--- src/rtl/tcache_refill_ctrl.sv ---
// Texture cache refill/flush controller.
// Owns the direct-mapped tag/valid array, fetches 128-byte lines over a
// TileLink-UH Get, streams the response beats into the data BRAM and
// commits the tag. A flush clears every valid bit, one line per cycle.
module tcache_refill_ctrl #(
    parameter int LINES = 16,
    parameter int BEATS = 32,
    parameter int TAG_W = 21,
    localparam int IW = $clog2(LINES),
    localparam int BW = $clog2(BEATS)
) (
    input  logic             core_clock_i,
    input  logic             core_reset_i,
    input  logic             miss_valid_i,
    input  logic [31:0]      miss_addr_i,
    output logic             miss_ready_o,
    input  logic             flush_i,
    output logic             flush_done_o,
    input  logic [IW-1:0]    lookup_idx_i,
    input  logic [TAG_W-1:0] lookup_tag_i,
    output logic             lookup_hit_o,
    output logic [2:0]       tcache_a_opcode,
    output logic [2:0]       tcache_a_param,
    output logic [3:0]       tcache_a_size,
    output logic [31:0]      tcache_a_address,
    output logic [3:0]       tcache_a_mask,
    output logic [31:0]      tcache_a_data,
    output logic             tcache_a_corrupt,
    output logic             tcache_a_valid,
    input  logic             tcache_a_ready,
    input  logic [31:0]      tcache_d_data,
    input  logic             tcache_d_denied,
    input  logic             tcache_d_valid,
    output logic             tcache_d_ready,
    output logic             bram_we_o,
    output logic [IW+BW-1:0] bram_waddr_o,
    output logic [31:0]      bram_wdata_o,
    output logic             refill_done_o,
    output logic             refill_err_o
);

    // Byte offset within a line: beat index plus 2 bits of byte-in-word.
    localparam int OFS = BW + 2;

    typedef enum logic [1:0] {
        IDLE  = 2'd0,
        FLUSH = 2'd1,
        REQ   = 2'd2,
        RESP  = 2'd3
    } state_t;

    state_t             state;
    state_t             state_nxt;

    logic               flush_pend;
    logic [IW-1:0]      fcnt;
    logic [BW-1:0]      beat;
    logic               denied_acc;
    logic [LINES-1:0]   valid;
    logic [TAG_W-1:0]   tag_mem [LINES];
    logic [IW-1:0]      idx_r;
    logic [TAG_W-1:0]   tag_r;
    logic [31:0]        a_addr;
    logic               a_vld;
    logic               done_r;
    logic               err_r;
    logic               fdone_r;

    logic               miss_rdy;
    logic               d_rdy;
    logic               miss_fire;
    logic               a_fire;
    logic               beat_fire;
    logic               last_beat;
    logic               flush_last;
    logic               enter_flush;
    logic               beat_denied;

    logic [IW-1:0]      miss_idx;
    logic [TAG_W-1:0]   miss_tag;
    logic               unused_low;

    assign miss_idx    = miss_addr_i[OFS +: IW];
    assign miss_tag    = miss_addr_i[31 -: TAG_W];
    assign unused_low  = ^miss_addr_i[OFS-1:0];
    assign beat_denied = denied_acc | tcache_d_denied;

    // State register; reset abandons any refill in flight.
    always_ff @(posedge core_clock_i or posedge core_reset_i) begin
        if (core_reset_i) begin
            state <= IDLE;
        end else begin
            state <= state_nxt;
        end
    end

    // Next-state decode and per-state handshake strobes. Flush beats miss in IDLE.
    always_comb begin
        state_nxt   = state;
        miss_rdy    = 1'b0;
        d_rdy       = 1'b0;
        miss_fire   = 1'b0;
        a_fire      = 1'b0;
        beat_fire   = 1'b0;
        last_beat   = 1'b0;
        flush_last  = 1'b0;
        enter_flush = 1'b0;
        case (state)
            IDLE: begin
                miss_rdy = !flush_pend && !flush_i;
                if (flush_pend || flush_i) begin
                    state_nxt   = FLUSH;
                    enter_flush = 1'b1;
                end else if (miss_valid_i) begin
                    state_nxt = REQ;
                    miss_fire = 1'b1;
                end
            end
            FLUSH: begin
                if (fcnt == IW'(LINES - 1)) begin
                    flush_last = 1'b1;
                    state_nxt  = IDLE;
                end
            end
            REQ: begin
                if (tcache_a_ready) begin
                    a_fire    = 1'b1;
                    state_nxt = RESP;
                end
            end
            RESP: begin
                d_rdy = 1'b1;
                if (tcache_d_valid) begin
                    beat_fire = 1'b1;
                    if (beat == BW'(BEATS - 1)) begin
                        last_beat = 1'b1;
                        state_nxt = IDLE;
                    end
                end
            end
            default: state_nxt = IDLE;
        endcase
    end

    // Control state: flush latch, counters, valid bits, A-channel request and done pulses.
    always_ff @(posedge core_clock_i or posedge core_reset_i) begin
        if (core_reset_i) begin
            flush_pend <= 1'b0;
            fcnt       <= '0;
            beat       <= '0;
            denied_acc <= 1'b0;
            valid      <= '0;
            a_addr     <= '0;
            a_vld      <= 1'b0;
            done_r     <= 1'b0;
            err_r      <= 1'b0;
            fdone_r    <= 1'b0;
        end else begin
            // Entering FLUSH consumes the request; otherwise any flush pulse is remembered.
            if (enter_flush) begin
                flush_pend <= 1'b0;
            end else if (flush_i) begin
                flush_pend <= 1'b1;
            end
            if (state == FLUSH) begin
                valid[fcnt] <= 1'b0;
                fcnt        <= fcnt + 1'b1;
            end
            // The line is invalidated at acceptance so lookups never see stale data.
            if (miss_fire) begin
                valid[miss_idx] <= 1'b0;
                a_addr          <= {miss_addr_i[31:OFS], OFS'(0)};
                a_vld           <= 1'b1;
            end
            if (a_fire) begin
                a_vld      <= 1'b0;
                beat       <= '0;
                denied_acc <= 1'b0;
            end
            if (beat_fire) begin
                beat       <= beat + 1'b1;
                denied_acc <= beat_denied;
            end
            if (last_beat) begin
                valid[idx_r] <= !beat_denied;
            end
            done_r  <= last_beat;
            err_r   <= last_beat && beat_denied;
            fdone_r <= flush_last;
        end
    end

    // Miss index/tag capture and tag commit; valid bits gate these, so no reset needed.
    always_ff @(posedge core_clock_i) begin
        if (miss_fire) begin
            idx_r <= miss_idx;
            tag_r <= miss_tag;
        end
        if (last_beat) begin
            tag_mem[idx_r] <= tag_r;
        end
    end

    assign miss_ready_o     = miss_rdy;
    assign flush_done_o     = fdone_r;
    assign lookup_hit_o     = valid[lookup_idx_i] && (tag_mem[lookup_idx_i] == lookup_tag_i);

    assign tcache_a_opcode  = 3'd4;
    assign tcache_a_param   = 3'd0;
    assign tcache_a_size    = 4'd7;
    assign tcache_a_address = a_addr;
    assign tcache_a_mask    = 4'hF;
    assign tcache_a_data    = 32'd0;
    assign tcache_a_corrupt = 1'b0;
    assign tcache_a_valid   = a_vld;
    assign tcache_d_ready   = d_rdy;

    assign bram_we_o        = beat_fire;
    assign bram_waddr_o     = {idx_r, beat};
    assign bram_wdata_o     = tcache_d_data;

    assign refill_done_o    = done_r;
    assign refill_err_o     = err_r;

endmodule
--- config.mk ---
export PLATFORM = sky130hd
export DESIGN_NAME = tcache_refill_ctrl
export DESIGN_NICKNAME = d
export VERILOG_FILES = /design/src/rtl/tcache_refill_ctrl.sv
export SDC_FILE = /design/constraint.sdc
export NUM_CORES = 1
export LEC_CHECK = 0
export ABC_CLOCK_PERIOD_IN_PS = 5700
export CELL_PAD_IN_SITES_DETAIL_PLACEMENT = 0
export CELL_PAD_IN_SITES_GLOBAL_PLACEMENT = 1
export CORE_MARGIN = 3
export CORE_UTILIZATION = 51
export CTS_CLUSTER_SIZE = 40
export DETAILED_ROUTE_END_ITERATION = 7
export GPL_TIMING_DRIVEN = 0
export PLACE_DENSITY = 0.82
export SYNTH_ARGS = -nofsm -noshare
export SYNTH_HDL_FRONTEND = slang
export SYNTH_SLANG_ARGS = --single-unit
--- constraint.sdc ---
create_clock -name core_clock_i -period 5.7 [get_ports core_clock_i]
set_input_delay 0.855 -clock core_clock_i [delete_from_list [all_inputs] [get_ports core_clock_i]]
set_output_delay 0.855 -clock core_clock_i [all_outputs]
set_load 0.05 [all_outputs]
==> metrics.md, run 1 <==
| Metric | Value |
|---|---|
| Die width | 191.9 um |
| Final WS setup | 524.9 ps |
| Clk pwr share | 0.365 |
| Post-synthesis sequential area ratio | 0.6976 |
| Via density | 5.769 |
| RePlAce Congestion | 0.8622 |
| Switching Fraction | 0.2738 |
| Count leader, synth | edfxtp_1 |
| Clk buf depth | 3 |
| Max Cap Viol | 0 |
| Number of global-route vias before repair | 10.17k |
| LEAKAGE | 7.771 nW |
| CTS H-tree lvls | 2 |
| Root Driver | clkbuf_16 |
| Total iterations of the first detailed-routing run | 5 |
| Wire per inst | 25.71 um |
| Later-pin clock latency in the skew report | 540 ps |
| First DRT Iteration DRCs | 1233 |
| Post-Route WL | 45150 um |
| Status | finished clean |
| Tot GR Track Use | 0.2479 |
| Row count | 67 |
| First-pass GRT wire length | 65850 um |
| Psw | 2.097 mW |
| Crit end category | output pin |
| WP data required | 4850 ps |
| Initial Util | 0.5215 |
| Max FO, Critical Path | 10 |
| Power share of the combinational group | 0.174 |
| Final Slew Violations | 0 |
| Post-CTS Setup Inserts | 0 |
| Setup WS pre-CTS | -290.7 ps |
| Mapped Area | 0.01762 sq mm |
| Final Hold Fails | 0 |
| Final setup violation count | 0 |
| Antenna diode count | 0 |
| Final nets | 1377 |
| Max-slew headroom | 0.2091 |
| IO Count | 224 |
| Worst VDD drop | 313.8 uV |
| Post-synth EDFFs | 361 |
| Top_reg_cell synth | edfxtp_1 |
| Area leader, netlist | edfxtp_1 |
| Worst-Margin Slew | 1186 ps |
| Min-Delay Path Class | flip-flop to flip-flop |
| Worst clock skew | 11.01 ps |
| Critical Path AT | 4320 ps |
| Min Tclk post-route | 5175 ps |
| Buffers added on ports | 128 |
| Worst Setup Path Type | input pin to output pin |
| Sequential Power Share | 0.460 |
| Synth unique cells | 58 |
| Worst-path clk slew | 60 ps |
| Share of the synthesized area in the top cell type | 0.6153 |
| Hold_ws | 480.6 ps |
| Area of the core | 0.03378 sq mm |
| Most instantiated cells after synthesis | 361 x edfxtp_1, 123 x nand2_1, 91 x buf_4, 75 x mux4_2, 59 x mux2i_1 |
| RSZ-0062 raised after global routing | no |
| Syn Area/Cell | 17.12 sq um |
| Share of cells above drive strength 1 | 0.2301 |
| Fin Setup TNS | 0 ps |
| Die Height | 191.9 um |
| Register bit total from synthesis | 419 |
| Die ar. | 0.03681 sq mm |
| Finished Layout Cells | 1756 |
| Pwr Density | 355.8 mW/mm^2 |
| Top cells by area, synth | edfxtp_1 62%, mux4_2 9.6%, dfrtp_1 8.2%, buf_4 3.9%, mux2i_1 3.4% |
| Post-DP Area | 0.02012 sq mm |
| TritonCTS buffer count | 42 |
| Vias after detailed routing | 10.13k |
| Fmax | 0.1932 GHz |
| Synthesis-to-finish area growth | 22.20% |
| Async set or reset register ratio after synthesis | 0.1384 |
| DRC Markers | 0 |
| Dpl cells | 1679 |
| Power, Total | 7.661 mW |
| Gr ovfl total | 0 |
| Final period util | 0.9079 |
| Core Util, Final | 0.6373 |
| Fin area | 0.02153 sq mm |
| Initial antenna violation count | 0 |
| Mapped Cells | 1029 |
| Detail Route Antenna Nets | 0 |
| HPWL after DPL | 29450 um |
| Pint | 5.563 mW |
| Largest net degree at the start of global routing | 59 |
| Startpoint Class | input pin |
| CTS tree | built |
| CTS Sinks | 419 |
| Yosys warns | 0 |
[worst paths after layout]
check	slack [ps]	cells after the start	to	startpoint
min	480	2	tcache_a_address[18]$_DFFE_PP0P_	tcache_a_address[18]$_DFFE_PP0P_
max reg2reg	2650	9	tag_mem[3][20]$_DFFE_PP_	beat[0]$_DFFE_PP0P_
max	520	13	lookup_hit_o	lookup_idx_i[0]
min reg2reg	480	2	tcache_a_address[18]$_DFFE_PP0P_	tcache_a_address[18]$_DFFE_PP0P_
min in group asynchronous	810	2	tcache_a_address[24]$_DFFE_PP0P_	core_reset_i
max in group asynchronous	4280	2	tcache_a_address[20]$_DFFE_PP0P_	core_reset_i
[routing by layer]
metal	GRT usage	vias to the layer above	part of all wire
met2	0.3947	561	0.49
met5	0	-	0
li1	-	4336	-
met3	0.04964	89	0.090
met1	0.3525	5145	0.40
met4	0.07113	0	0.026
[final cells by class]
| cell class | count | area, sq um |
|---|---|---|
| plain buffers | 130 | 937.1 |
| fillers | 2374 | 12250 |
| clock inverters | 19 | 190.2 |
| clock buffers | 58 | 1215 |
| flip-flops and latches | 419 | 12290 |
| multi-input cells | 522 | 4664 |
| repair buffers | 150 | 1629 |
| well taps | 448 | 560.5 |
| inverters | 10 | 42.54 |
[flip-flops by register name, summed over array words and instances (netlist names)]
register          cells
state                 2
tag_mem             336
refill_err_o          1
fcnt                  4
valid                16
denied_acc            1
tcache_a_valid        1
beat                  5
tcache_a_address     25
flush_done_o          1
flush_pend            1
refill_done_o         1
idx_r                 4
tag_r                21
[cells in the final DEF (no fill, tap or decap), types with 8 or more instances in the layout]
| master | netlist | final |
|---|---|---|
| edfxtp_1 | 361 | 361 |
| clkdlybuf4s50_1 | 0 | 127 |
| nand2_1 | 123 | 123 |
| buf_4 | 91 | 93 |
| mux4_2 | 75 | 75 |
| mux2i_1 | 59 | 59 |
| dfrtp_1 | 58 | 58 |
| conb_1 | 2 | 54 |
| clkbuf_16 | 0 | 45 |
| clkbuf_1 | 13 | 22 |
| nor2_1 | 30 | 18 |
| xor2_1 | 17 | 17 |
| buf_6 | 8 | 16 |
| o21ai_0 | 14 | 14 |
| buf_12 | 2 | 14 |
| o211ai_1 | 13 | 13 |
| nor2_4 | 0 | 12 |
| buf_2 | 10 | 11 |
| nand3_1 | 11 | 11 |
| mux4_1 | 8 | 8 |
| clkinv_1 | 0 | 8 |
[critical path, cell delays in order]
cell and delay, ps:
clkdlybuf4s50_1 540, buf_6 240, buf_12 190, buf_6 220, inv_4 120, buf_6 200
mux2i_1 380, o22ai_1 170, o22ai_1 160, nor4b_2 450, nand4_1 180, nor4_2 150
dlymetal6s2s_1 450
[kinds of logic (layout without fill, tap and decap cells)]
| family | Yosys count | after routing | share of synthesized area |
|---|---|---|---|
| flops | 419 | 419 | 0.6976 |
| fa+ha+maj | 6 | 6 | 0.004261 |
| compound gates | 79 | 79 | 0.03245 |
| mux | 146 | 146 | 0.1439 |
| buf+inv | 140 | 367 | 0.05532 |
| simple gates | 213 | 213 | 0.05411 |
| xor+xnor | 24 | 24 | 0.01193 |
| other cells | 2 | 54 | 0.0004262 |
[power groups by stage]
stage	clock network [mW]	registers, mW	logic [mW]
after floorplan	0	3.89	0.598
after global placement	0	3.58	1.32
after global routing	2.95	3.55	1.41
final	2.80	3.53	1.34
after CTS	2.83	3.53	1.34
after detailed placement	0	3.59	1.33
[timing repair]
item                                    4_1_cts  5_1_grt
resized for setup                             1        2
hold buffers                                  0        0
endpoints found under the setup margin        1        1
Note: power is estimated with default switching activity, not from simulation.
==> run 2, diff against run 1 <==
- ABC_CLOCK_PERIOD_IN_PS: 5700 -> unset
- HOLD_SLACK_MARGIN: unset -> 0.1
==> results of run 2 <==
Final layout, timing and power as in run 1 (identical DEF).
